[src/rtl/spi_slave.sv]
// -----------------------------------------------------------------------------
// spi_slave
//   SPI responder for DATA_W-bit full-duplex frames, MSB first.
//   The SPI pins are oversampled in the sys_clk domain; no logic runs on SCLK.
//   User side: a one-deep TX holding register with a valid/ready handshake, and
//   a one-cycle strobe for every completed RX frame.
//
// Ports
//   sys_clk      system clock (SCLK must be at most sys_clk/8)
//   rst          synchronous, active-high reset
//   spi_mode     {CPOL,CPHA}, captured when a frame starts
//   tx_data      word for the next frame, accepted when tx_valid && tx_ready
//   tx_valid     tx_data is valid
//   tx_ready     holding register is empty (also high while it is being emptied)
//   rx_data      last received word, held until the next completed frame
//   rx_valid     one-cycle pulse: rx_data was just updated
//   tx_underrun  one-cycle pulse: a frame started with no TX word loaded
//   frame_err    one-cycle pulse: CSN rose before a full frame was received
//   spi_csn      chip select from the master, active low
//   spi_clk      SCLK from the master
//   spi_mosi     master-to-slave data
//   spi_miso     slave-to-master data
//   spi_miso_oe  MISO output enable, high while a frame is selected
// -----------------------------------------------------------------------------
module spi_slave #(
   parameter int                DATA_W     = 16,
   parameter logic [DATA_W-1:0] DEFAULT_TX = '0
) (
   input  logic              sys_clk,
   input  logic              rst,
   input  logic [1:0]        spi_mode,
   input  logic [DATA_W-1:0] tx_data,
   input  logic              tx_valid,
   output logic              tx_ready,
   output logic [DATA_W-1:0] rx_data,
   output logic              rx_valid,
   output logic              tx_underrun,
   output logic              frame_err,
   input  logic              spi_csn,
   input  logic              spi_clk,
   input  logic              spi_mosi,
   output logic              spi_miso,
   output logic              spi_miso_oe
);

   localparam int CNT_W = $clog2(DATA_W) + 1;
   localparam int PIN_CSN  = 0;
   localparam int PIN_SCLK = 1;
   localparam int PIN_MOSI = 2;
   // Idle levels the synchronisers come out of reset with: CSN=1, SCLK=0, MOSI=0
   localparam logic [2:0] PIN_RST = 3'b001;

   typedef enum logic [1:0] {
      ST_IDLE    = 2'd0,
      ST_SHIFT   = 2'd1,
      ST_DONE    = 2'd2,
      ST_WAIT_CS = 2'd3
   } state_t;

   // ------------------------------------------------------------------------
   // Pin synchronisers: two flops per pin, plus a delayed copy for edge detect
   // ------------------------------------------------------------------------
   logic [2:0] pins_raw;
   logic [2:0] pins_sync;
   logic [2:0] pins_prev;

   assign pins_raw = {spi_mosi, spi_clk, spi_csn};

   generate
      for (genvar gi = 0; gi < 3; gi++) begin : g_sync
         logic meta_reg;
         logic sync_reg;
         logic prev_reg;

         always_ff @(posedge sys_clk) begin
            if (rst) begin
               meta_reg <= PIN_RST[gi];
               sync_reg <= PIN_RST[gi];
               prev_reg <= PIN_RST[gi];
            end else begin
               meta_reg <= pins_raw[gi];
               sync_reg <= meta_reg;
               prev_reg <= sync_reg;
            end
         end

         assign pins_sync[gi] = sync_reg;
         assign pins_prev[gi] = prev_reg;
      end
   endgenerate

   logic csn_s;
   logic mosi_s;
   logic csn_fall;
   logic csn_rise;
   logic sclk_rise;
   logic sclk_fall;

   assign csn_s     = pins_sync[PIN_CSN];
   assign mosi_s    = pins_sync[PIN_MOSI];
   assign csn_fall  =  pins_prev[PIN_CSN]  & ~pins_sync[PIN_CSN];
   assign csn_rise  = ~pins_prev[PIN_CSN]  &  pins_sync[PIN_CSN];
   assign sclk_rise = ~pins_prev[PIN_SCLK] &  pins_sync[PIN_SCLK];
   assign sclk_fall =  pins_prev[PIN_SCLK] & ~pins_sync[PIN_SCLK];

   // ------------------------------------------------------------------------
   // State
   // ------------------------------------------------------------------------
   state_t             state_reg,       state_next;
   logic [1:0]         mode_reg,        mode_next;
   logic [DATA_W-1:0]  tx_shreg_reg,    tx_shreg_next;
   logic [DATA_W-1:0]  rx_shreg_reg,    rx_shreg_next;
   logic [CNT_W-1:0]   bit_cnt_reg,     bit_cnt_next;
   logic [DATA_W-1:0]  hold_reg,        hold_next;
   logic               hold_full_reg,   hold_full_next;
   logic [DATA_W-1:0]  rx_data_reg,     rx_data_next;
   logic               rx_valid_reg,    rx_valid_next;
   logic               underrun_reg,    underrun_next;
   logic               frame_err_reg,   frame_err_next;
   logic               miso_reg,        miso_next;
   logic               oe_reg,          oe_next;
   logic [1:0]         flush_reg,       flush_next;
   logic               armed_reg,       armed_next;

   logic copy_now;
   logic tx_load;
   logic lead_edge;
   logic trail_edge;
   logic sample_edge;
   logic shift_edge;
   logic last_sample;
   logic [DATA_W-1:0] start_word;

   // Edge roles follow the mode captured at frame start
   assign lead_edge   = mode_reg[1] ? sclk_fall : sclk_rise;
   assign trail_edge  = mode_reg[1] ? sclk_rise : sclk_fall;
   assign sample_edge = mode_reg[0] ? trail_edge : lead_edge;
   assign shift_edge  = mode_reg[0] ? lead_edge  : trail_edge;
   assign last_sample = sample_edge && (bit_cnt_reg == CNT_W'(DATA_W - 1));
   assign start_word  = hold_full_reg ? hold_reg : DEFAULT_TX;

   // The register reads as empty in the cycle it is copied, so a word offered
   // in that same cycle lands in the freshly emptied register.
   assign tx_ready = ~hold_full_reg | copy_now;
   assign tx_load  = tx_valid & tx_ready;

   always_comb begin
      state_next     = state_reg;
      mode_next      = mode_reg;
      tx_shreg_next  = tx_shreg_reg;
      rx_shreg_next  = rx_shreg_reg;
      bit_cnt_next   = bit_cnt_reg;
      hold_next      = hold_reg;
      hold_full_next = hold_full_reg;
      rx_data_next   = rx_data_reg;
      rx_valid_next  = 1'b0;
      underrun_next  = 1'b0;
      frame_err_next = 1'b0;
      miso_next      = miso_reg;
      oe_next        = oe_reg;
      copy_now       = 1'b0;
      // Only a CSN high level seen after reset arms frame detection, so a
      // CSN that was already low when reset hit cannot start a frame.
      flush_next     = {flush_reg[0], 1'b1};
      armed_next     = armed_reg | (flush_reg[1] & csn_s);

      case (state_reg)
         ST_IDLE: begin
            oe_next = 1'b0;
            if (armed_reg && csn_fall) begin
               state_next    = ST_SHIFT;
               mode_next     = spi_mode;
               copy_now      = 1'b1;
               tx_shreg_next = start_word;
               underrun_next = ~hold_full_reg;
               rx_shreg_next = '0;
               bit_cnt_next  = '0;
               // MSB is on the pin before the first SCLK edge, which is what a
               // CPHA=0 master samples on its lead edge.
               miso_next     = start_word[DATA_W-1];
               oe_next       = 1'b1;
            end
         end

         ST_SHIFT: begin
            if (sample_edge) begin
               rx_shreg_next = {rx_shreg_reg[DATA_W-2:0], mosi_s};
               bit_cnt_next  = bit_cnt_reg + CNT_W'(1);
            end
            if (shift_edge) begin
               if (mode_reg[0]) begin
                  // CPHA=1: each lead edge presents the current bit, MSB first
                  miso_next = tx_shreg_reg[DATA_W-1];
               end else begin
                  // CPHA=0: MSB already presented at start, trail edges move on
                  miso_next = tx_shreg_reg[DATA_W-2];
               end
               tx_shreg_next = tx_shreg_reg << 1;
            end
            // A final sample coinciding with CSN rise still completes the frame
            if (last_sample) begin
               state_next = ST_DONE;
            end else if (csn_rise) begin
               state_next     = ST_IDLE;
               frame_err_next = 1'b1;
               oe_next        = 1'b0;
               miso_next      = 1'b0;
            end
         end

         ST_DONE: begin
            rx_data_next  = rx_shreg_reg;
            rx_valid_next = 1'b1;
            state_next    = ST_WAIT_CS;
         end

         ST_WAIT_CS: begin
            // Level check: CSN may already have risen while in DONE
            if (csn_s) begin
               state_next = ST_IDLE;
               oe_next    = 1'b0;
               miso_next  = 1'b0;
            end
         end

         default: begin
            state_next = ST_IDLE;
         end
      endcase

      if (copy_now) begin
         hold_full_next = 1'b0;
      end
      if (tx_load) begin
         hold_next      = tx_data;
         hold_full_next = 1'b1;
      end
   end

   always_ff @(posedge sys_clk) begin
      if (rst) begin
         state_reg     <= ST_IDLE;
         mode_reg      <= 2'b00;
         tx_shreg_reg  <= '0;
         rx_shreg_reg  <= '0;
         bit_cnt_reg   <= '0;
         hold_reg      <= '0;
         hold_full_reg <= 1'b0;
         rx_data_reg   <= '0;
         rx_valid_reg  <= 1'b0;
         underrun_reg  <= 1'b0;
         frame_err_reg <= 1'b0;
         miso_reg      <= 1'b0;
         oe_reg        <= 1'b0;
         flush_reg     <= 2'b00;
         armed_reg     <= 1'b0;
      end else begin
         state_reg     <= state_next;
         mode_reg      <= mode_next;
         tx_shreg_reg  <= tx_shreg_next;
         rx_shreg_reg  <= rx_shreg_next;
         bit_cnt_reg   <= bit_cnt_next;
         hold_reg      <= hold_next;
         hold_full_reg <= hold_full_next;
         rx_data_reg   <= rx_data_next;
         rx_valid_reg  <= rx_valid_next;
         underrun_reg  <= underrun_next;
         frame_err_reg <= frame_err_next;
         miso_reg      <= miso_next;
         oe_reg        <= oe_next;
         flush_reg     <= flush_next;
         armed_reg     <= armed_next;
      end
   end

   assign rx_data     = rx_data_reg;
   assign rx_valid    = rx_valid_reg;
   assign tx_underrun = underrun_reg;
   assign frame_err   = frame_err_reg;
   assign spi_miso    = miso_reg;
   assign spi_miso_oe = oe_reg;

endmodule

[config.mk]
export PLATFORM = sky130hd
export DESIGN_NAME = spi_slave
export DESIGN_NICKNAME = d
export VERILOG_FILES = /design/src/rtl/spi_slave.sv
export SDC_FILE = /design/constraint.sdc
export NUM_CORES = 1
export LEC_CHECK = 0
export BUFFER_PORTS_ARGS = -buffer_cell sky130_fd_sc_hd__buf_2
export CORE_ASPECT_RATIO = 0.75
export CORE_MARGIN = 5
export CORE_UTILIZATION = 57
export CTS_CLUSTER_DIAMETER = 200
export DETAILED_ROUTE_END_ITERATION = 12
export HOLD_SLACK_MARGIN = 0.15
export PLACE_DENSITY = 0.87
export SYNTH_ARGS = -nofsm -noshare
export SYNTH_HDL_FRONTEND = slang
export SYNTH_SLANG_ARGS = --single-unit
[constraint.sdc]
create_clock -name sys_clk -period 2.17 [get_ports sys_clk]
set_clock_uncertainty 0.15 [all_clocks]
set_input_delay 0.1085 -clock sys_clk [delete_from_list [all_inputs] [get_ports sys_clk]]
set_output_delay 0.1085 -clock sys_clk [all_outputs]
set_load 0.02 [all_outputs]
==> impl_metrics.tcl <==
set metrics [dict create \
    cap_violations 0 \
    synth-edff-count 0 \
    routed_via_density 6.04 \
    synth_cells 433 \
    routed_wl_um 9520 \
    coreArea_sq_um 6320 \
    firstDrtPassIters 6 \
    die_h_um 80.1 \
    synth_area_per_cell_sq_um 8.62 \
    finalPower_mw 3.20 \
    arrival_ps 1810 \
    start_util_pct 59.1 \
    max-slew-margin-rel_pct 60.5 \
    grt_pass1_vias 3392 \
    cts.htree.levels 3 \
    synth_top_flop_cell "dfxtp_1" \
    dieArea_sq_um 8280 \
    num_vias 3532 \
    cts_setup_buffers 0 \
    cts_num_sinks 90 \
    hold_ws_ps 269 \
    cts_tree "built" \
    drc 0 \
    yosysWarnings 0 \
    cts_made_buffers 9 \
    insertion_delay_ps 360 \
    ant_nets 0 \
    cts_root_buf "clkbuf_8" \
    path_max_fanout 18 \
    layout-area-overhead-vs-synth_pct 22.8 \
    p_per_area_nw_per_um2 699 \
    syn_nets 459 \
    fmax_mhz 484 \
    cp-end-kind "output port" \
    clock_path_buffers 2 \
    drtIter0Drc 292 \
    diodes 0 \
    rsz0062_at_grt "no" \
    min_path_type "reg2reg" \
    grt_use_total_pct 24.8 \
    route.detailed.wl_per_inst_um 16.3 \
    cp.required_ps 1910 \
    hpwl_um 5740 \
    critical_path_class "reg2out" \
    gp_congestion 0.810 \
    setup_viol 0 \
    fin_nets 525 \
    ys_seq_area_share_pct 48.3 \
    fin_crit_sh_pct 95.2 \
    grt_pass1_wl_um 16200 \
    irDropWorstVdd_v 0.000419 \
    worst_slew_pin_slew_ps 591 \
    grt_antenna_before_repair 0 \
    maxSlewViolCount 0 \
    die_x_um 103 \
    grt_max_degree 51 \
    run_status "complete, no violations" \
    cp_cell_sequence "and3b_1 > buf_4 > a21boi_1 > clkinv_2 > buf_2" \
    io_buffers 45 \
    min_period_ps 2070 \
    clk_pin_slew_worst_paths_ps 80 \
    row_count 25 \
    ys_ff_latch 90 \
    startpoint_type "flip-flop" \
    drive_gt1_share_pct 21.2 \
    slowest_delay_ps 350 \
    leakage_nw 1.74 \
    ys_types 44 \
    ios 46 \
    grt_overflow 0 \
    hold_viol_final 0 \
    critPathSlowestCell "dfxtp_1" \
    synth-async-reset-ratio_pct 0 \
    synth_area_sq_um 3730 \
]
==> final cells by class <==
cell class                      count  area [sq um]
Sequential cell                    90          1800
Multi-Input combinational cell    298          1760
Fill cell                         443          1740
Timing Repair Buffer               93           663
Clock buffer                       12           155
Tap cell                           81           101
Clock inverter                      4          73.8
Inverter                            7          27.5
==> report_power, final <==
| part | leakage [nW] | total, mW | internal [mW] | switching, mW |
|---|---|---|---|---|
| sequential | 0.730 | 1.69 | 1.68 | 0.0151 |
| clock | 0.117 | 1.28 | 0.712 | 0.573 |
| combinational | 0.893 | 0.223 | 0.0942 | 0.129 |
| total | 1.74 | 3.20 | 2.49 | 0.717 |
==> through the flow <==
stage / instance area (sq um) / setup slack, ps / std cells / util [%] / setup TNS (ps)
floorplan: 3730 / 218 / 433 / - / 0
global placement: 4080 / 103 / 543 / 64.6 / 0
detailed placement: 4080 / -5.88 / 543 / 64.6 / -11.0
CTS: 4580 / 112 / 585 / 72.5 / 0
global route: 4580 / 29.5 / 585 / 72.5 / 0
finish: 4580 / 104 / 585 / 72.5 / 0
==> layer usage <==
layer / vias up / share of wire, % / GRT usage [%]
li1: 1673 / - / -
met1: 1697 / 42 / 31.2
met2: 139 / 50 / 41.4
met3: 23 / 6.0 / 5.47
met4: 0 / 1.9 / 8.80
met5: - / 0 / 0
==> path summary, 6_finish.rpt <==
path                      start     endpoint  slack (ps)  depth (start not counted)
max          g_sync[0].prev_reg     tx_ready         100                          5
min          g_sync[0].meta_reg        csn_s         270                          1
min reg2reg  g_sync[0].meta_reg        csn_s         270                          1
max reg2reg  g_sync[0].prev_reg  mode_reg[1]         130                          6
==> Yosys cell counts (5+ instances only) <==
cell,count,area share [%]
nor2b_1,23,3.9
buf_1,5,0.50
clkbuf_1,26,2.6
inv_1,5,0.50
nand2_1,57,5.7
nand3_1,33,4.4
a21oi_1,70,9.4
nor2_1,6,0.60
dfxtp_1,90,48
o211ai_1,15,3.0
o21ai_0,17,2.3
buf_2,6,0.80
mux2_2,14,4.2
nand4_1,16,2.7
==> cells by family after synthesis <==
logic type / Yosys count / synth area share (%)
and+or+nand+nor: 151 / 20.2
AOI/OAI and AO/OA: 123 / 19.2
DFF: 90 / 48.3
buffers and inverters: 45 / 4.83
muxes: 21 / 6.40
adders and majority gates: 2 / 0.670
xor gates and xnor gates: 1 / 0.436
==> cells in the final DEF, fill, tap and decap left out, drive strengths merged, types with 2 or more instances in the layout <==
cell and count:
a2111oi 2, a211oi 3, a21oi 71, a31o 4
and3 2, buf 67, bufinv 2, clkbuf 12
clkinv 4, dfxtp 90, dlygate4sd3 26, ha 2
inv 5, mux2 17, mux2i 4, nand2 57
nand2b 4, nand3 33, nand4 16, nor2 6
nor2b 23, o211ai 15, o21ai 17, o22ai 2
o31ai 3, or2 2, or4 2
==> repair_timing <==
action                                  CTS  global route
hold endpoints to repair                 27             0
hold buffers                             26             0
endpoints found under the setup margin   14             1
gates resized for setup                   2             1
cloned                                    0             0
pin swaps                                 0             0
==> critical path, delay by kind of cell (launching register included) <==
family | cells | cell delay [ps]
flops | 1 | 350
buf+inv | 3 | 690
compound gates | 1 | 220
simple gates | 1 | 190
Note: power is estimated with default switching activity, not from simulation.
